==> config.mk <==
export PLATFORM = sky130hd
export DESIGN_NAME = mul_div_unit
export DESIGN_NICKNAME = d
export VERILOG_FILES = /design/src/rtl/mul_div_unit.sv
export SDC_FILE = /design/constraint.sdc
export NUM_CORES = 1
export LEC_CHECK = 0
export CAP_MARGIN = 0
export CORE_UTILIZATION = 40
export CTS_CLUSTER_DIAMETER = 80
export DETAILED_ROUTE_END_ITERATION = 10
export HOLD_SLACK_MARGIN = 0.15
export PLACE_DENSITY = 0.63
export SLEW_MARGIN = 30
export SYNTH_ARGS = -nofsm -noshare
export SYNTH_HDL_FRONTEND = slang
export SYNTH_SLANG_ARGS = --single-unit
==> constraint.sdc <==
create_clock -name CLK -period 7.75 [get_ports CLK]
set_clock_uncertainty 0.2 [all_clocks]
set_input_delay 2.325 -clock CLK [delete_from_list [all_inputs] [get_ports CLK]]
set_output_delay 2.325 -clock CLK [all_outputs]
set_load 0.1 [all_outputs]
==> src/rtl/mul_div_unit.sv <==
// Iterative HI/LO multiply/divide unit: one shift-add or restoring shift-subtract
// step per clock, sign fix-up on the final edge, MTHI/MTLO written directly.
module mul_div_unit #(
    parameter int WIDTH = 32,
    parameter int CNT_W = $clog2(WIDTH + 1)
) (
    input  logic             CLK,
    input  logic             RST,
    input  logic             start,
    input  logic [2:0]       op,
    input  logic [WIDTH-1:0] rs,
    input  logic [WIDTH-1:0] rt,
    input  logic             flush,
    output logic             busy,
    output logic             done,
    output logic [WIDTH-1:0] HI,
    output logic [WIDTH-1:0] LO
);

    typedef enum logic [1:0] {IDLE, RUN, FIN} state_t;

    localparam logic [2:0]       OP_MTHI = 3'd4;
    localparam logic [2:0]       OP_MTLO = 3'd5;
    localparam logic [CNT_W-1:0] LAST    = CNT_W'(WIDTH - 1);

    state_t                 state_q, state_d;
    logic [CNT_W-1:0]       cnt_q, cnt_d;
    logic                   busy_q, busy_d;
    logic                   done_q, done_d;
    logic [WIDTH-1:0]       hi_q, hi_d;
    logic [WIDTH-1:0]       lo_q, lo_d;
    logic                   is_div_q, is_div_d;
    logic                   qneg_q, qneg_d;
    logic                   rneg_q, rneg_d;

    logic [WIDTH-1:0]       a_q, a_d;
    logic [WIDTH-1:0]       b_q, b_d;
    logic [WIDTH:0]         acc_q, acc_d;

    logic                   rs_neg, rt_neg;
    logic [WIDTH-1:0]       rs_mag, rt_mag;
    logic [WIDTH:0]         sum, mstep, shifted, diff;
    logic                   fits;
    logic [2*WIDTH-1:0]     product;

    function automatic logic [WIDTH-1:0] cond_neg(input logic [WIDTH-1:0] v, input logic neg);
        return neg ? (~v + WIDTH'(1)) : v;
    endfunction

    function automatic logic [2*WIDTH-1:0] cond_neg2(input logic [2*WIDTH-1:0] v, input logic neg);
        return neg ? (~v + (2*WIDTH)'(1)) : v;
    endfunction

    // Signed ops are the even opcodes; MIN's magnitude stays valid as unsigned 2^(WIDTH-1).
    assign rs_neg = !op[0] && rs[WIDTH-1];
    assign rt_neg = !op[0] && rt[WIDTH-1];
    assign rs_mag = cond_neg(rs, rs_neg);
    assign rt_mag = cond_neg(rt, rt_neg);

    assign sum     = acc_q + {1'b0, a_q};
    assign mstep   = b_q[0] ? sum : acc_q;
    assign shifted = {acc_q[WIDTH-1:0], b_q[WIDTH-1]};
    assign fits    = shifted >= {1'b0, a_q};
    assign diff    = shifted - {1'b0, a_q};
    assign product = cond_neg2({acc_q[WIDTH-1:0], b_q}, qneg_q);

    always_comb begin
        state_d  = state_q;
        cnt_d    = cnt_q;
        busy_d   = busy_q;
        done_d   = 1'b0;
        hi_d     = hi_q;
        lo_d     = lo_q;
        is_div_d = is_div_q;
        qneg_d   = qneg_q;
        rneg_d   = rneg_q;
        a_d      = a_q;
        b_d      = b_q;
        acc_d    = acc_q;

        unique case (state_q)
            IDLE: begin
                if (start && !flush) begin
                    if (!op[2]) begin
                        is_div_d = op[1];
                        // A zero divisor must leave the all-ones quotient unsigned.
                        qneg_d   = (rs_neg ^ rt_neg) && (rt != '0);
                        rneg_d   = rs_neg;
                        a_d      = op[1] ? rt_mag : rs_mag;
                        b_d      = op[1] ? rs_mag : rt_mag;
                        acc_d    = '0;
                        cnt_d    = '0;
                        busy_d   = 1'b1;
                        state_d  = RUN;
                    end else if (op == OP_MTHI) begin
                        hi_d = rs;
                    end else if (op == OP_MTLO) begin
                        lo_d = rs;
                    end
                end
            end
            RUN: begin
                if (flush) begin
                    busy_d  = 1'b0;
                    state_d = IDLE;
                end else begin
                    cnt_d = cnt_q + CNT_W'(1);
                    if (is_div_q) begin
                        acc_d = fits ? diff : shifted;
                        b_d   = {b_q[WIDTH-2:0], fits};
                    end else begin
                        acc_d = {1'b0, mstep[WIDTH:1]};
                        b_d   = {mstep[0], b_q[WIDTH-1:1]};
                    end
                    if (cnt_q == LAST) begin
                        state_d = FIN;
                    end
                end
            end
            FIN: begin
                busy_d  = 1'b0;
                state_d = IDLE;
                if (!flush) begin
                    done_d = 1'b1;
                    if (is_div_q) begin
                        lo_d = cond_neg(b_q, qneg_q);
                        hi_d = cond_neg(acc_q[WIDTH-1:0], rneg_q);
                    end else begin
                        {hi_d, lo_d} = product;
                    end
                end
            end
            default: begin
                busy_d  = 1'b0;
                state_d = IDLE;
            end
        endcase
    end

    always_ff @(posedge CLK or negedge RST) begin
        if (!RST) begin
            state_q  <= IDLE;
            cnt_q    <= '0;
            busy_q   <= 1'b0;
            done_q   <= 1'b0;
            hi_q     <= '0;
            lo_q     <= '0;
            is_div_q <= 1'b0;
            qneg_q   <= 1'b0;
            rneg_q   <= 1'b0;
        end else begin
            state_q  <= state_d;
            cnt_q    <= cnt_d;
            busy_q   <= busy_d;
            done_q   <= done_d;
            hi_q     <= hi_d;
            lo_q     <= lo_d;
            is_div_q <= is_div_d;
            qneg_q   <= qneg_d;
            rneg_q   <= rneg_d;
        end
    end

    always_ff @(posedge CLK) begin
        a_q   <= a_d;
        b_q   <= b_d;
        acc_q <= acc_d;
    end

    assign busy = busy_q;
    assign done = done_q;
    assign HI   = hi_q;
    assign LO   = lo_q;

endmodule
==> results of run 1 <==
-- layout by cell type, fill, tap and decap left out, drive strengths merged, types with 19 or more instances in the layout --
cell             n
nand2b          22
o21ai          143
inv             78
ha              69
nand2          185
edfxtp          97
mux2i           74
a21oi          207
a31oi           20
o31ai           44
a211oi          39
or3             23
nor2b           20
xor2            73
dfrtp           77
nand3           21
nor3            46
buf             19
xnor2           98
clkdlybuf4s50  134
a21o            34
nor2           167
-- layout make-up --
cell class	count	share of cell area, %
inverter	71	1.54
multi-input combinational	1474	55.0
sequential	174	28.0
timing repair buffer	153	8.58
clock inverter	15	1.05
clock buffer	17	2.46
tap	468	3.38
antenna	2	0.0289
-- Yosys cell counts, drive strengths merged, types with 5 or more instances --
library cell  count  area share (%)
a31oi            20            0.84
a211oi           39             2.0
nor2b            20            0.84
ha               69             5.8
o31a              5            0.29
o41ai             6            0.35
nor2            167             4.2
o21a              6            0.30
o211ai           10            0.50
or2              10            0.42
nand3            21            0.70
buf              19            0.58
nor4             16            0.67
inv              71             1.8
nand4            12            0.50
nor3             46             1.5
and3             10            0.42
dfrtp            77              13
or4              13            0.70
mux2             12            0.90
a21oi           207             7.0
edfxtp           97              19
nand2           185             4.6
clkbuf           81             2.0
mux2i            74             5.0
o211a             5            0.33
o31ai            44             2.4
xnor2            98             5.7
and2             16            0.67
o21bai           11            0.55
o21ai           143             4.8
xor2             73             4.3
a21o             34             1.7
o22ai             7            0.29
or3              23             1.0
nand2b           22            0.92
a22oi             6            0.30
-- worst max path at each step --
| stage | from | to | slack, ps | cells after the start |
|---|---|---|---|---|
| final | rs[5] | b_q[27]$_DFFE_PP_ | 1880 | 11 |
| after global placement | rs[5] | b_q[27]$_DFFE_PP_ | 1510 | 11 |
| after global routing | rs[5] | b_q[27]$_DFFE_PP_ | 1610 | 11 |
| after floorplan | start | cnt_q[5]$_DFFE_PN0P_ | 1270 | 6 |
| after detailed placement | rs[5] | b_q[27]$_DFFE_PP_ | 1470 | 11 |
| after CTS | rs[5] | b_q[27]$_DFFE_PP_ | 1930 | 11 |
-- worst min-delay path, cell delays in order, from the launching register on --
cell and delay (ps):
dfrtp_1 350, nand2_1 50, o31ai_1 50
-- flip-flops by register name, indices dropped and copies added, names as in the netlist --
name and flops:
LO 32, qneg_q 1, HI 32, is_div_q 1
state_q 2, cnt_q 6, b_q 32, a_q 32
busy 1, rneg_q 1, acc_q 33, done 1
-- metal layers --
metal | track usage [%] | vias to the layer above | routed length, microns
li1 | - | 6750 | -
met1 | 36.1 | 6798 | 22600
met2 | 45.2 | 518 | 24700
met3 | 4.92 | 87 | 3690
met4 | 11.3 | 2 | 1940
met5 | 0 | - | 12
-- power by group through the flow --
stage	registers, mW	clock network (mW)	logic [mW]
2_1_floorplan	1.76	0	0.695
3_3_place_gp	1.27	0	1.64
3_5_place_dp	1.27	0	1.65
4_1_cts	1.25	0.915	1.66
5_1_grt	1.27	0.946	1.77
6_report	1.25	0.909	1.67
-- metrics by stage --
| stage | util, % | total power [mW] | hold slack [ps] |
|---|---|---|---|
| 6_report | 47.2 | 3.83 | 287 |
| 2_1_floorplan | - | 2.45 | 235 |
| 5_1_grt | 47.1 | 3.99 | 309 |
| 4_1_cts | 47.1 | 3.83 | 288 |
| 3_3_place_gp | 45.5 | 2.91 | 266 |
| 3_5_place_dp | 45.5 | 2.93 | 271 |
-- cells by family after synthesis --
logic type | after synthesis
flip-flops | 174
AND/OR/NAND/NOR | 572
AO/OA/AOI/OAI | 574
buffers and inverters | 171
XOR/XNOR | 171
multiplexers | 86
adder cells (fa/ha/maj) | 71
==> results_tabular.tex, run 1 <==
\begin{tabular}{lr}
\hline
Metric & Value \\
\hline
\multicolumn{2}{l}{\textbf{Outcome}} \\
Result of the run & finished, final reports clean \\
\multicolumn{2}{l}{\textbf{Routing}} \\
Vias post-DR & around 14000 \\
Final wirelength & approximately 53000 microns \\
First DRT Iteration DRCs & roughly 1400 \\
Vias per cell & between 5 and 6 \\
TritonRoute pass-1 iters & 5 \\
WL/cell & 22.3 microns \\
Remaining DRCs & 0 \\
ANT nets after route & 0 \\
\multicolumn{2}{l}{\textbf{Hold path}} \\
Beginning of the worst hold path & LO[21]\$\_DFFE\_PN0P\_ \\
Min-delay worst type & flop to flop \\
Hold path endpoint & LO[21]\$\_DFFE\_PN0P\_ \\
Number of cells on the worst hold path & 2 \\
\multicolumn{2}{l}{\textbf{Logic synthesis}} \\
Library cells used by synthesis & 70 \\
Arithmetic-cell share of the synthesized area counting full adders, half adders and majority gates & 6.04\% \\
Mean area per synthesized cell & between 8 and 9 sq um \\
Synth warn & 0 \\
Cell Area, Synth & about 15000 sq um \\
Share of synthesized cell area in and, or, nand and nor gates & between 10\% and 20\% \\
Sequential element share of the synthesized area & between 30 and 40\% \\
Most used flip-flop cell after synthesis & edfxtp\_1 \\
Number of enable flip-flop cells after synthesis & 97 \\
Combinational family with the most area after synthesis & compound AO/OA/AOI/OAI gates \\
Ys async rst share & approximately 44\% \\
Flops \& latches, synth & 174 \\
Fraction of synthesized cell area in xor and xnor cells & around a tenth \\
Synthesized-area fraction occupied by ao, oa, aoi and oai cells & 23.4\% \\
Syn nets & just under 2000 \\
Share of synthesized area spent on multiplexers & 5.86\% \\
Synthesized instance count & about 1800 \\
\multicolumn{2}{l}{\textbf{Finish}} \\
Fill cell count & 3619 \\
Sequential cell area & roughly 4800 sq um \\
Footprint of the multi-input gates & about 9500 sq um \\
Area overhead of the layout relative to synthesis & 15.8\% \\
Nets@finish & approximately 2000 \\
Non-Filler Cell Area, Final & approximately 17000 sq um \\
Final cell count without fillers & 2374 \\
Layout cells sized above 1 & 5.15\% \\
\multicolumn{2}{l}{\textbf{Timing}} \\
Worst rel slew slack & about a third \\
RSZ-0062 raised after global routing & no \\
Slew Limit Fails & 0 \\
Slew at the pin closest to its max-slew limit & about 1000 ps \\
Minimum setup slack in the final design & 1880 ps \\
Sum of negative setup slack & 0 ps \\
Final setup violation count & 0 \\
Period utilisation layout & 75.7\% \\
Final count of hold timing violations & 0 \\
Max Freq & 170 MHz \\
Shortest period the worst path allows & about 5900 ps \\
\multicolumn{2}{l}{\textbf{Clock network}} \\
Root cell of the clock tree & clkbuf\_16 \\
Source-to-sink clock delay at the later pin of the worst-skew pair & between 400 and 500 ps \\
Worst-case clock buffer depth & 2 \\
Number of clock sinks seen by CTS & 174 \\
Clock slew seen by the registers of the worst setup and hold paths & $\sim$80 ps \\
CTS buffer count & 17 \\
Count of instances resized after the clock tree is built & 0 \\
Number of buffers inserted by hold repair at cts & 0 \\
Number of buffers inserted by post-CTS setup repair & 0 \\
Clock tree from TritonCTS & built \\
Number of levels in the clock H-tree & 4 \\
\multicolumn{2}{l}{\textbf{Place}} \\
Final HPWL from detailed placement & between 40000 and 50000 microns \\
Cell area reported after detailed placement & roughly 17000 sq um \\
Post-Place Cells & between 2000 and 2500 \\
Final Wtd Congestion & 0.975 \\
Count of input and output buffers & 136 \\
Pre-CTS worst setup slack & 1470 ps \\
\multicolumn{2}{l}{\textbf{Global routing}} \\
Largest net degree at the start of global routing & between 70 and 80 \\
Vias in the first global route & 13521 \\
Wire length of the first global-routing pass & between 70000 and 80000 microns \\
GRT Total Usage & 27.7\% \\
GRT Residual Overflow & 0 \\
Number of antenna violations at the first check in global routing & 2 \\
\multicolumn{2}{l}{\textbf{Power}} \\
P per Cell Area & 222 nW/um\^{}2 \\
Sw frac & a little under half \\
P\_int & roughly 2.1 mW \\
Flop pwr share & 32.7\% \\
Max IR drop VDD & approximately 220 uV \\
Fraction of power consumed by combinational cells & between 40\% and 50\% \\
Portion of total power attributed to the clock network & roughly a quarter \\
Net switching power figure & $\sim$1.8 mW \\
Static leakage power & around 6.9 nW \\
\multicolumn{2}{l}{\textbf{Critical path}} \\
Ordered list of cells on the worst path & clkdlybuf4s50\_1 -> or3\_1 -> nor3b\_1 -> nor4b\_2 -> nand2\_1 -> or4\_1 -> or2\_2 -> o21ai\_0 -> xor2\_1 -> a21oi\_1 -> o2bb2ai\_1 \\
R2R setup slack & between 2000 and 2500 ps \\
Worst Reg-to-Reg Cells & 12 \\
R2R Path Start & acc\_q[0]\$\_SDFFCE\_PN0P\_ \\
Sort of element at the end of the critical path & flop \\
End of the worst register-to-register path & acc\_q[14]\$\_SDFFCE\_PN0P\_ \\
Required time of the critical path & between 7000 and 8000 ps \\
Standard cell with the maximum stage delay on the critical path & nor4b\_2 \\
Top Family by Delay on Critical Path & simple AND/OR/NAND/NOR gates \\
Critical setup path kind & input pin to flop \\
Delay of the slowest critical-path stage & between 500 and 600 ps \\
Setup crit start kind & input pin \\
Largest fanout of any net on the critical path & 5 \\
Arrival @ worst endpoint & $\sim$6000 ps \\
Critical path buffers and inverters & 1 \\
\multicolumn{2}{l}{\textbf{Floorplanning}} \\
Number of I/O pins & roughly 140 \\
Full die area & 38100 sq um \\
Cell row count & 70 \\
Height of the die & a little under 200 microns \\
Starting density of the core & 40.7\% \\
Width of the chip & 195 microns \\
Placeable Area & between 30000 and 40000 sq um \\
\multicolumn{2}{l}{\textbf{Run}} \\
\# Max-Cap Violations & 0 \\
\hline
\end{tabular}
(Power assumes the default switching activity.)
==> run 2: changes to the inputs <==
PLACE_DENSITY = 0.65   (was 0.63)
clock period = 4.8 ns   (was 7.75 ns; I/O delays follow)
==> run 2 against run 1 <==
Via count increased by 3.0%. Combinational power up 69%. Global-route usage is 0.77 points higher. Core utilization rose by 1.8 points. Cell area increased by 3.8%. Critical path depth up 1. Sequential cell count is the same. Critical endpoint unchanged. Sequential share of layout area decreased by 1.0 points. Setup slack lost 1700 ps. Die area unchanged.
==> results_tabular.tex, run 2 (synthesis results as in run 1) <==
\begin{tabular}{lr}
\hline
Metric & Value \\
\hline
\multicolumn{2}{l}{\textbf{Outcome}} \\
Result of the run & finished, final reports clean \\
\multicolumn{2}{l}{\textbf{Timing}} \\
Final count of hold timing violations & 0 \\
Minimum setup slack in the final design & between 150 and 200 ps \\
Period utilisation layout & 96.1\% \\
Final setup violation count & 0 \\
Slew at the pin closest to its max-slew limit & around 1000 ps \\
Slew Limit Fails & 0 \\
RSZ-0062 raised after global routing & no \\
Shortest period the worst path allows & around 4600 ps \\
Max Freq & roughly 220 MHz \\
Worst rel slew slack & between 30\% and 40\% \\
\multicolumn{2}{l}{\textbf{Power}} \\
Max IR drop VDD & 362 uV \\
Static leakage power & 7.29 nW \\
P per Cell Area & 350 nW/um\^{}2 \\
\multicolumn{2}{l}{\textbf{Critical path}} \\
Ordered list of cells on the worst path & clkdlybuf4s50\_1 -> or3\_1 -> nor3b\_1 -> nor4b\_2 -> buf\_4 -> nand2\_1 -> or4\_1 -> or2\_2 -> o21ai\_0 -> xor2\_1 -> a21oi\_1 -> o2bb2ai\_1 \\
Delay of the slowest critical-path stage & approximately 460 ps \\
Largest fanout of any net on the critical path & 4 \\
Setup crit start kind & input pin \\
Standard cell with the maximum stage delay on the critical path & or4\_1 \\
Required time of the critical path & about 4800 ps \\
Critical setup path kind & input pin to flop \\
Top Family by Delay on Critical Path & simple AND/OR/NAND/NOR gates \\
Arrival @ worst endpoint & 4610 ps \\
Critical path buffers and inverters & 2 \\
Sort of element at the end of the critical path & flop \\
\multicolumn{2}{l}{\textbf{Global routing}} \\
GRT Residual Overflow & 0 \\
Number of antenna violations at the first check in global routing & 3 \\
Largest net degree at the start of global routing & between 80 and 90 \\
Vias in the first global route & 14300 \\
Wire length of the first global-routing pass & between 80000 and 90000 microns \\
GRT Total Usage & 28.5\% \\
\multicolumn{2}{l}{\textbf{Place}} \\
Cell area reported after detailed placement & 17300 sq um \\
Final Wtd Congestion & between 0.9 and 1 \\
Count of input and output buffers & 136 \\
Final HPWL from detailed placement & between 40000 and 50000 microns \\
Pre-CTS worst setup slack & -213 ps \\
\multicolumn{2}{l}{\textbf{Finish}} \\
Leading cell type in the layout, fill and taps excluded & a21oi\_1 \\
Number of diodes added for antenna fixing & 0 \\
Layout cells sized above 1 & just under 9\% \\
Highest-count cells in the layout ignoring fill and taps & a21oi\_1 (206), nand2\_1 (185), nor2\_1 (167), o21ai\_0 (139), clkdlybuf4s50\_1 (134) \\
Largest register FFs & 33 \\
Register with the highest flop count & acc\_q \\
Final Core Density & between 40 and 50\% \\
Non-Filler Cell Area, Final & between 15000 and 20000 sq um \\
Area overhead of the layout relative to synthesis & 20.2\% \\
Nets@finish & 2113 \\
Fill cell count & between 3000 and 4000 \\
\multicolumn{2}{l}{\textbf{Routing}} \\
First DRT Iteration DRCs & 1497 \\
Remaining DRCs & 0 \\
Met2 WL & 25400 microns \\
M1 wire length & 22900 microns \\
TritonRoute pass-1 iters & 8 \\
WL/cell & approximately 22 microns \\
Final wirelength & between 50000 and 60000 microns \\
Met3 wirelength from detailed routing & between 3000 and 4000 microns \\
Top layer reached by signal wires & met5 \\
Vias post-DR & 14584 \\
ANT nets after route & 0 \\
Vias per cell & between 5 and 6 \\
\multicolumn{2}{l}{\textbf{Clock network}} \\
Number of buffers inserted by post-CTS setup repair & 0 \\
Number of buffers inserted by hold repair at cts & 0 \\
Worst-case clock buffer depth & 2 \\
CTS buffer count & 17 \\
Count of instances resized after the clock tree is built & 0 \\
Number of clock sinks seen by CTS & about 170 \\
Number of levels in the clock H-tree & 4 \\
Source-to-sink clock delay at the later pin of the worst-skew pair & about 460 ps \\
Root cell of the clock tree & clkbuf\_16 \\
Clock tree from TritonCTS & built \\
Clock slew seen by the registers of the worst setup and hold paths & 80 ps \\
\multicolumn{2}{l}{\textbf{Floorplanning}} \\
Cell row count & 70 \\
Placeable Area & 36700 sq um \\
Starting density of the core & about 40\% \\
Full die area & 38100 sq um \\
Width of the chip & roughly 200 microns \\
Height of the die & $\sim$200 microns \\
Number of I/O pins & $\sim$140 \\
\multicolumn{2}{l}{\textbf{Run}} \\
\# Max-Cap Violations & 0 \\
\multicolumn{2}{l}{\textbf{Hold path}} \\
Min-delay worst type & flop to flop \\
\hline
\end{tabular}
run 2: cell types whose count changed in the layout (fill, tap and decap cells not counted), sizes merged:
cell / change
clkinvlp: +3
bufinv: +1
buf: +80
clkinv: -4
diode: -2
run 2: worst register-to-register path, cell delays in order (launching register included):
cell      delay [ps]
edfxtp_1         480
inv_1             80
ha_1             330
nor2b_1          150
o31a_1           270
or4_1            540
and3_1           230
o311ai_1         320
buf_4            180
or3b_2           500
o21ai_4          230
buf_12           170
buf_12           180
nand2_1          110
o211ai_1         140
o21ai_0          140
run 2: path summary, 6_finish.rpt:
check / startpoint / end / slack (ps) / depth (start not counted)
max: rs[5] / b_q[27]$_DFFE_PP_ / 190 / 12
min: cnt_q[5]$_DFFE_PN0P_ / state_q[1]$_DFFE_PN0P_ / 270 / 1
max reg2reg: a_q[1]$_DFFE_PP_ / b_q[0]$_DFFE_PP_ / 250 / 15
min reg2reg: cnt_q[5]$_DFFE_PN0P_ / state_q[1]$_DFFE_PN0P_ / 270 / 1
max in group asynchronous: RST / HI[20]$_DFFE_PN0P_ / 2740 / 2
min in group asynchronous: RST / HI[9]$_DFFE_PN0P_ / 880 / 1
run 2: stage by stage:
stage	hold slack, ps	cells	TNS, ps	power [mW]
floorplan	235	1819	0	3.96
global placement	260	2419	-700	4.77
detailed placement	265	2419	-1460	4.80
CTS	271	2451	0	6.26
global route	308	2452	0	6.53
finish	275	2452	0	6.28
run 2: layout make-up:
class / instances / area, sq um / share of cell area [%]
inverter: 71 / 267 / 1.48
multi-input combinational: 1474 / 9510 / 53.0
tap: 468 / 586 / 3.26
clock buffer: 17 / 425 / 2.37
sequential: 174 / 4840 / 27.0
timing repair buffer: 233 / 2150 / 12.0
clock inverter: 15 / 176 / 0.982
run 2: layer usage:
layer / vias to the layer above / track usage [%]
li1: 6893 / -
met1: 7010 / 36.8
met2: 565 / 47.4
met3: 110 / 3.59
met4: 6 / 12.9
met5: - / 0
run 2: power by group:
| group | internal, mW | total [mW] | leakage [nW] | switching (mW) |
|---|---|---|---|---|
| clock network | 0.745 | 1.48 | 0.285 | 0.737 |
| registers | 1.79 | 1.98 | 1.89 | 0.189 |
| logic | 0.880 | 2.82 | 5.11 | 1.94 |
==> run 3: changes to the inputs <==
ABC_AREA = 1   (was default)
PLACE_DENSITY = 0.61   (was 0.65)
==> run 3 against run 2 <==
Synthesized cell count increased by 70%. Final cell count grew 55%. Clock-buffer cell count unchanged. Setup slack improved by 870 ps. Largest power group unchanged. Area after synthesis rose by 22%. Via count up 48%. Largest cell class unchanged. Clock power increased by 4%. Die area grew 22%.
==> results_tabular.tex, run 3 <==
\begin{tabular}{lr}
\hline
Metric & Value \\
\hline
\multicolumn{2}{l}{\textbf{Place}} \\
Count of input and output buffers & 136 \\
Post-Place Cells & 3761 \\
Final HPWL from detailed placement & around 74000 microns \\
Final Wtd Congestion & between 1 and 1.5 \\
\multicolumn{2}{l}{\textbf{Floorplanning}} \\
Number of I/O pins & roughly 140 \\
Placeable Area & 44700 sq um \\
Cell row count & 77 \\
Width of the chip & 216 microns \\
Full die area & between 40000 and 50000 sq um \\
Height of the die & between 200 and 250 microns \\
Starting density of the core & 40.9\% \\
\multicolumn{2}{l}{\textbf{Routing}} \\
TritonRoute pass-1 iters & 6 \\
First DRT Iteration DRCs & 2636 \\
Vias per cell & $\sim$5.7 \\
ANT nets after route & 0 \\
Remaining DRCs & 0 \\
Final wirelength & 89900 microns \\
Vias post-DR & roughly 22000 \\
WL/cell & approximately 24 microns \\
\multicolumn{2}{l}{\textbf{Timing}} \\
Slew at the pin closest to its max-slew limit & roughly 1000 ps \\
Shortest period the worst path allows & 3750 ps \\
Max Freq & 267 MHz \\
Period utilisation layout & 78.1\% \\
Final setup violation count & 0 \\
Worst rel slew slack & a little under a third \\
RSZ-0062 raised after global routing & no \\
Slew Limit Fails & 0 \\
Final hold slack & about 310 ps \\
Final count of hold timing violations & 0 \\
Sum of negative setup slack & 0 ps \\
\multicolumn{2}{l}{\textbf{Critical path}} \\
Arrival @ worst endpoint & around 3800 ps \\
Critical setup path kind & input pin to flop \\
Instance count on the critical path & 11 \\
Setup crit start kind & input pin \\
Top Family by Delay on Critical Path & simple AND/OR/NAND/NOR gates \\
Critical path buffers and inverters & 2 \\
Delay of the slowest critical-path stage & 480 ps \\
Standard cell with the maximum stage delay on the critical path & xor2\_1 \\
Sort of element at the end of the critical path & flop \\
Largest fanout of any net on the critical path & 5 \\
Ordered list of cells on the worst path & clkdlybuf4s50\_1 -> inv\_1 -> ha\_1 -> nand4\_1 -> nor2\_1 -> nand2\_1 -> nand2\_1 -> o21ai\_0 -> xor2\_1 -> nor2\_1 -> a31oi\_1 \\
Worst Reg-to-Reg Cells & 14 \\
Required time of the critical path & just under 5000 ps \\
\multicolumn{2}{l}{\textbf{Clock network}} \\
Clock tree from TritonCTS & built \\
Number of levels in the clock H-tree & 4 \\
Number of buffers inserted by post-CTS setup repair & 0 \\
Source-to-sink clock delay at the later pin of the worst-skew pair & between 400 and 500 ps \\
Number of clock sinks seen by CTS & $\sim$170 \\
Root cell of the clock tree & clkbuf\_16 \\
Count of instances resized after the clock tree is built & 0 \\
CTS buffer count & 17 \\
Clock slew seen by the registers of the worst setup and hold paths & $\sim$70 ps \\
Number of buffers inserted by hold repair at cts & 0 \\
Worst-case clock buffer depth & 2 \\
\multicolumn{2}{l}{\textbf{Finish}} \\
Highest-count cells in the layout ignoring fill and taps & nand2\_1 (919), inv\_1 (446), nor2\_1 (405), nand3\_1 (348), a21oi\_1 (202) \\
Leading cell type in the layout, fill and taps excluded & nand2\_1 \\
Footprint of the multi-input gates & roughly 11000 sq um \\
Area overhead of the layout relative to synthesis & 14.3\% \\
Nets@finish & roughly 3300 \\
Largest register FFs & 33 \\
Fill cell count & between 4000 and 5000 \\
Register with the highest flop count & acc\_q \\
Sequential cell area & approximately 4800 sq um \\
Final cell count without fillers & 3793 \\
Layout cells sized above 1 & between 3 and 4\% \\
\multicolumn{2}{l}{\textbf{Run}} \\
\# Max-Cap Violations & 0 \\
\multicolumn{2}{l}{\textbf{Power}} \\
P per Cell Area & $\sim$370 nW/um\^{}2 \\
Max IR drop VDD & 373 uV \\
Post-layout total power & 7.74 mW \\
Static leakage power & $\sim$10 nW \\
\multicolumn{2}{l}{\textbf{Logic synthesis}} \\
Syn nets & about 3200 \\
Largest cells by area after synthesis & nand2\_1 (19\%), edfxtp\_1 (16\%), dfrtp\_1 (11\%) \\
Cell Area, Synth & 18300 sq um \\
Mean area per synthesized cell & around 5.9 sq um \\
Sequential element share of the synthesized area & between 20\% and 30\% \\
Ys async rst share & 44.3\% \\
Synthesized instance count & $\sim$3100 \\
Number of enable flip-flop cells after synthesis & 97 \\
Synth top cells by count & nand2\_1 (919), inv\_1 (449), nor2\_1 (407) \\
Area leader, netlist & nand2\_1 \\
Cell with the most instances after synthesis & nand2\_1 \\
Synth warn & 0 \\
Library cells used by synthesis & 52 \\
Share of the synthesized area in the top cell type & 18.9\% \\
Most used flip-flop cell after synthesis & edfxtp\_1 \\
Flops \& latches, synth & 174 \\
\multicolumn{2}{l}{\textbf{Global routing}} \\
GRT Total Usage & 38.4\% \\
Vias in the first global route & 20302 \\
Number of antenna violations at the first check in global routing & 2 \\
Wire length of the first global-routing pass & about 130000 microns \\
Largest net degree at the start of global routing & 87 \\
GRT Residual Overflow & 0 \\
\multicolumn{2}{l}{\textbf{Hold path}} \\
Number of cells on the worst hold path & 2 \\
Min-delay worst type & flop to flop \\
\multicolumn{2}{l}{\textbf{Outcome}} \\
Result of the run & finished, final reports clean \\
\hline
\end{tabular}
==> run 3: cell families (layout without fill, tap and decap cells) <==
kind of cell	after synthesis	after routing	synth area share, %
and+or+nand+nor	1824	1824	41.8
buffers and inverters	551	657	11.6
AOI/OAI and AO/OA	400	400	11.6
DFF	174	174	26.5
xor gates and xnor gates	72	72	3.45
adders and majority gates	71	71	4.94
muxes	2	2	0.116
other	0	1	0
==> run 3: metal layers <==
metal / wire (microns) / global-route usage [%] / up-vias
met5: 13 / 0 / -
met4: 5260 / 20.1 / 2
met2: 40800 / 62.1 / 1110
met3: 7620 / 7.63 / 242
li1: - / - / 10157
met1: 36200 / 48.2 / 10094
==> run 3: final cells by class <==
cell class                 instances  area share (%)
antenna                            1          0.0120
clock buffer                      17            2.04
clock inverter                    14           0.916
inverter                         455            8.18
multi-input combinational       2369            54.3
sequential                       174            23.2
tap                              592            3.54
timing repair buffer             171            7.82
==> run 3: where the power goes <==
group	switching [mW]	total, mW	internal (mW)
Clock	0.671	1.54	0.869
Combinational	3.05	4.05	0.996
Sequential	0.288	2.16	1.87
==> run 3: per-stage QoR <==
step,setup WS [ps],util [%],instance area (sq um)
after global placement,643,45.4,20300
after global routing,878,46.8,20900
final,1050,46.8,20900
after detailed placement,637,45.4,20300
after floorplan,615,-,18300
after CTS,1120,46.7,20900
==> run 3: worst paths after layout <==
check | startpoint | to | slack [ps]
max | rt[0] | a_q[12]$_DFFE_PP_ | 1050
min reg2reg | busy$_DFFE_PN0P_ | busy$_DFFE_PN0P_ | 310
min | busy$_DFFE_PN0P_ | busy$_DFFE_PN0P_ | 310
min in group asynchronous | RST | HI[30]$_DFFE_PN0P_ | 840
max reg2reg | acc_q[20]$_SDFFCE_PN0P_ | acc_q[18]$_SDFFCE_PN0P_ | 1110
max in group asynchronous | RST | LO[12]$_DFFE_PN0P_ | 2700
==> run 3: worst reg2reg max path, cell delays in order, from the launching register on <==
cell	delay, ps
edfxtp_1	750
ha_1	420
nand2_1	190
nor2_1	100
nand2_1	100
inv_1	60
nand2_1	150
nor2_2	80
nor2_4	250
nand2_8	230
nor2_4	630
nand2_1	110
nand3_1	150
nand2_1	70
inv_1	70
